==> config.mk <==
export PLATFORM = sky130hd
export DESIGN_NAME = mult_div_unit
export DESIGN_NICKNAME = d
export VERILOG_FILES = /design/src/rtl/mult_div_unit.sv
export SDC_FILE = /design/constraint.sdc
export NUM_CORES = 1
export LEC_CHECK = 0
export BUFFER_PORTS_ARGS = -buffer_cell sky130_fd_sc_hd__buf_4
export CELL_PAD_IN_SITES_DETAIL_PLACEMENT = 1
export CELL_PAD_IN_SITES_GLOBAL_PLACEMENT = 2
export CORE_MARGIN = 3
export CORE_UTILIZATION = 37
export DETAILED_ROUTE_END_ITERATION = 10
export GPL_TIMING_DRIVEN = 0
export PLACE_DENSITY_LB_ADDON = 0.1
export SYNTH_ARGS = -nofsm -noshare
export SYNTH_HDL_FRONTEND = slang
export SYNTH_SLANG_ARGS = --single-unit
==> constraint.sdc <==
create_clock -name clk -period 7 [get_ports clk]
set_input_delay 0.7 -clock clk [delete_from_list [all_inputs] [get_ports clk]]
set_output_delay 0.7 -clock clk [all_outputs]
set_load 0.01 [all_outputs]
==> src/rtl/mult_div_unit.sv <==
// Iterative multiply/divide unit owning HI/LO: shift-add multiply and restoring
// divide on operand magnitudes, one bit per cycle, followed by a sign-fix cycle.
module mult_div_unit #(
    parameter int WIDTH = 32
) (
    input  logic             clk,
    input  logic             rst,
    input  logic             sig_start,
    input  logic [1:0]       sig_op,
    input  logic [WIDTH-1:0] src_a,
    input  logic [WIDTH-1:0] src_b,
    input  logic             sig_mt_hi,
    input  logic             sig_mt_lo,
    input  logic [WIDTH-1:0] mt_data,
    output logic             sig_busy,
    output logic             sig_done,
    output logic             sig_div_zero,
    output logic [WIDTH-1:0] hi,
    output logic [WIDTH-1:0] lo
);
    localparam int CW = (WIDTH > 1) ? $clog2(WIDTH) : 1;

    typedef enum logic [1:0] {IDLE, RUN, FIX} stateType;

    stateType           state;
    logic [CW-1:0]      counter;
    logic               isDiv, negRes, negRem, divZero;
    logic [WIDTH-1:0]   operand, origA;
    logic [2*WIDTH-1:0] acc;

    logic               isSigned, signA, signB;
    logic [WIDTH-1:0]   magA, magB;

    assign sig_busy = (state != IDLE);
    assign isSigned = ~sig_op[0];
    assign signA    = isSigned & src_a[WIDTH-1];
    assign signB    = isSigned & src_b[WIDTH-1];
    assign magA     = signA ? -src_a : src_a;
    assign magB     = signB ? -src_b : src_b;

    // acc holds {partial product, multiplier} for mult, {remainder, quotient} for div
    logic [WIDTH:0]     addSum, subDiff;
    logic [2*WIDTH-1:0] accNext;

    always_comb begin
        // NOTE: every output of this block gets a default first so no latch is inferred.
        accNext = acc;
        addSum  = {1'b0, acc[2*WIDTH-1:WIDTH]} + {1'b0, operand};
        subDiff = acc[2*WIDTH-1:WIDTH-1] - {1'b0, operand};
        if (isDiv) begin
            if (!subDiff[WIDTH])
                accNext = {subDiff[WIDTH-1:0], acc[WIDTH-2:0], 1'b1};
            else
                accNext = {acc[2*WIDTH-2:0], 1'b0};
        end else begin
            if (acc[0])
                accNext = {addSum, acc[WIDTH-1:1]};
            else
                accNext = {1'b0, acc[2*WIDTH-1:1]};
        end
    end

    logic [2*WIDTH-1:0] product;
    logic [WIDTH-1:0]   quotient, remainder;

    assign product   = negRes ? -acc : acc;
    assign quotient  = negRes ? -acc[WIDTH-1:0] : acc[WIDTH-1:0];
    assign remainder = negRem ? -acc[2*WIDTH-1:WIDTH] : acc[2*WIDTH-1:WIDTH];

    always_ff @(posedge clk) begin
        // NOTE: non-blocking assignments so every register samples pre-edge values.
        if (rst) begin
            state        <= IDLE;
            counter      <= '0;
            hi           <= '0;
            lo           <= '0;
            sig_done     <= 1'b0;
            sig_div_zero <= 1'b0;
        end else begin
            sig_done     <= 1'b0;
            sig_div_zero <= 1'b0;
            case (state)
                IDLE: begin
                    if (sig_start) begin
                        isDiv   <= sig_op[1];
                        negRes  <= signA ^ signB;
                        negRem  <= signA;
                        divZero <= sig_op[1] & (src_b == '0);
                        origA   <= src_a;
                        operand <= sig_op[1] ? magB : magA;
                        acc     <= {{WIDTH{1'b0}}, (sig_op[1] ? magA : magB)};
                        counter <= '0;
                        state   <= RUN;
                    end else begin
                        if (sig_mt_hi) hi <= mt_data;
                        if (sig_mt_lo) lo <= mt_data;
                    end
                end
                RUN: begin
                    acc     <= accNext;
                    counter <= counter + 1'b1;
                    if (counter == CW'(WIDTH - 1)) state <= FIX;
                end
                FIX: begin
                    if (!isDiv) begin
                        hi <= product[2*WIDTH-1:WIDTH];
                        lo <= product[WIDTH-1:0];
                    end else if (divZero) begin
                        hi <= origA;
                        lo <= '1;
                    end else begin
                        hi <= remainder;
                        lo <= quotient;
                    end
                    sig_done     <= 1'b1;
                    sig_div_zero <= divZero;
                    state        <= IDLE;
                end
                default: state <= IDLE;
            endcase
        end
    end
endmodule
==> flow_metrics.py <==
metrics = {
    "run_status": {
        "status": "finished, final reports clean",
    },
    "place": {
        "place_area_um2": 18900,
        "io_buffers": 168,
        "dp_hpwl_um": 65600,
        "gp_congestion": 0.944,
    },
    "power_and_ir_drop": {
        "finalPower_mw": 4.17,
        "leakagePower_nw": 7.70,
        "powerDensity_nw_per_um2": 210,
        "peakVddDrop_mv": 0.176,
    },
    "synthesis": {
        "synth_nets": 2188,
        "synthesis.area_um2": 16800,
        "synth_edf_count": 132,
        "synth_cell_types": 77,
        "synth_top_flop_cell": "edfxtp_1",
        "syn_area_per_cell_um2": 8.33,
        "synth_warnings": 0,
        "seq_area_frac_synth_pct": 32.4,
        "async_reset_ff_share_pct": 0,
        "yosys_register_bits": 205,
        "syn-instance-count": 2013,
    },
    "layout": {
        "drive_gt1_share_pct": 11.7,
        "seq_area_um2": 5430,
        "design_area_um2": 19800,
        "final_cell_mix": "204 x a21oi_1, 182 x nand2_1, 181 x nor2_1, 169 x buf_4, 132 x edfxtp_1",
        "nets": 2393,
        "syn_to_final_growth_pct": 18.3,
        "layout_commonest_cell": "a21oi_1",
        "nFillCells": 5335,
        "multiInputGateArea_um2": 10600,
        "post-route-util_pct": 44.6,
        "diodes": 0,
    },
    "die": {
        "initial_core_util_pct": 37.7,
        "dieArea_um2": 47900,
        "rows": 77,
        "dieWidth_um": 219,
        "core_um2": 44500,
        "die_h_um": 219,
        "io_pins": 170,
    },
    "min_path": {
        "worstHoldStart": "sig_op[1]",
        "hold_path_class": "in2reg",
    },
    "grt": {
        "grt_first_pass_wirelength_um": 117000,
        "grt_pass1_vias": 17000,
        "gr-total-overflow": 0,
        "grt_max_degree": 33,
        "grt_usage_pct": 33.0,
        "antenna_found_initial": 5,
    },
    "clock_network": {
        "cts_hold_buf": 0,
        "htree_levels": 1,
        "post_cts_buffers": 0,
        "numCtsBuffers": 27,
        "clkLatencyLatePin_ps": 580,
        "clk_pin_slew_ps": 60,
        "cts_sinks": 205,
        "cts_tree": "yes",
        "clock_tree.root_cell": "clkbuf_16",
        "clock_path_buffers": 3,
        "cts_resized": 0,
    },
    "route": {
        "ant_nets": 0,
        "via_count": 17300,
        "finalWirelength_um": 81200,
        "viasPerCell": 6.12,
        "firstDrtPassIters": 5,
        "detail_route.wl_per_cell_um": 28.7,
        "post-route-drc-count": 0,
        "drt_iter0_drc": 1658,
    },
    "job": {
        "maxCapViolCount": 0,
    },
    "worst_setup_path": {
        "critical_path.max_fanout": 10,
        "crit_top_cell": "clkbuf_1",
        "cp-startpoint": "acc[32]",
        "critPathKind": "reg2reg",
        "path_buf_inv": 4,
        "crit_required_ps": 7260,
        "critPathLaunchType": "register",
        "cp-end-kind": "register",
        "r2r-start": "acc[32]",
        "crit_slowest_cell": "clkbuf_1",
        "cp_cell_sequence": "clkbuf_1, inv_1, fa_1, nand2b_1, a21oi_1, o211ai_1, nand4b_1, a2111oi_0, and4b_1, clkbuf_1, clkbuf_1, nor2_1, a211oi_1, a21oi_1",
        "cp_data_arrival_time_ps": 5630,
        "worst-r2r-setup-slack_ps": 1620,
        "max_stage_delay_ps": 600,
        "cp_top_family": "buffers and inverters",
    },
    "sta": {
        "fmax_ghz": 0.186,
        "finalSetupViolCount": 0,
        "hold_viol_final": 0,
        "clock_skew_ps": 20.8,
        "fin_hold_ws_ps": 339,
        "fin_crit_sh_pct": 76.8,
        "rsz0062_at_grt": "no",
        "setup-tns-final_ps": 0,
        "worstMarginPinSlew_ps": 1280,
        "drv_slew": 0,
        "slew_headroom_pct": 12.5,
        "layout_min_cycle_time_ps": 5380,
    },
}
final timing paths:
kind                               end  cells past startpoint
worst min register to register   lo[0]                      2
worst max register to register  acc[0]                     14
worst max-delay path            acc[0]                     14
worst min-delay path             isDiv                      1
power by group:
| part | total [mW] | switching, mW | internal, mW |
|---|---|---|---|
| sequential | 1.47 | 0.0906 | 1.38 |
| clock | 1.52 | 0.610 | 0.907 |
| combinational | 1.18 | 0.758 | 0.423 |
| total | 4.17 | 1.46 | 2.71 |
worst register-to-register path: stages (launching register included):
cell and delay, ps:
edfxtp_1 390, clkbuf_1 520, inv_1 280, fa_1 540
nand2b_1 220, a21oi_1 170, o211ai_1 290, nand4b_1 320
a2111oi_0 150, and4b_1 270, clkbuf_1 590, clkbuf_1 610
nor2_1 310, a211oi_1 300, a21oi_1 120
synthesized netlist by cell type, types with 15 or more instances:
cell	n	share of area, %
a21oi_1	204	6.1
nand2_1	182	4.1
nor2_1	182	4.1
edfxtp_1	132	24
xnor2_1	130	6.8
o21ai_0	121	3.6
clkbuf_1	120	2.7
mux2i_1	88	5.3
dfxtp_1	73	8.7
ha_1	70	5.2
inv_1	67	1.5
a211oi_1	59	2.6
xor2_1	55	2.9
a21o_1	46	2.1
nor3_1	42	1.3
o211ai_1	37	1.7
o221ai_1	33	1.7
nand3_1	32	0.96
o31ai_1	29	1.3
a31oi_1	18	0.67
buf_1	17	0.38
nand2b_1	17	0.63
or3_1	17	0.63
or4_1	17	0.76
and3_1	15	0.56
nor4_1	15	0.56
final cells by class:
class | count | share of cell area [%]
Multi-Input combinational cell | 1598 | 53.2
Sequential cell | 205 | 27.4
Clock inverter | 14 | 0.997
Timing Repair Buffer | 176 | 6.90
Clock buffer | 35 | 3.77
Inverter | 69 | 1.31
Tap cell | 592 | 3.74
Buffer | 141 | 2.71
logic make-up after synthesis:
logic type | Yosys count | share of synthesized area, %
buf+inv | 210 | 4.75
compound gates | 654 | 25.3
mux | 97 | 5.86
simple gates | 590 | 16.6
fa+ha+maj | 72 | 5.46
xor+xnor | 185 | 9.67
flops | 205 | 32.4
metrics by stage:
stage | setup WS [ps] | cells
floorplan | 641 | 2013
global placement | -2250 | 2773
detailed placement | 1870 | 2781
CTS | 1840 | 2830
global route | 1520 | 2830
finish | 1620 | 2830
metal layers:
metal | part of all wire, % | track usage, % | wire length (um)
met1 | 45 | 47.0 | 36500
met2 | 44 | 51.4 | 36000
met3 | 7.6 | 5.83 | 6190
met4 | 3.1 | 8.92 | 2510
met5 | 0.034 | 0 | 28
flip-flops by register name (all words and copies together), names as in the netlist:
register      flops
acc              64
counter           5
divZero           1
hi               32
isDiv             1
lo               32
negRem            1
negRes            1
operand          32
origA            32
sig_div_zero      1
sig_done          1
state             2
Note: power is estimated with default switching activity, not from simulation.
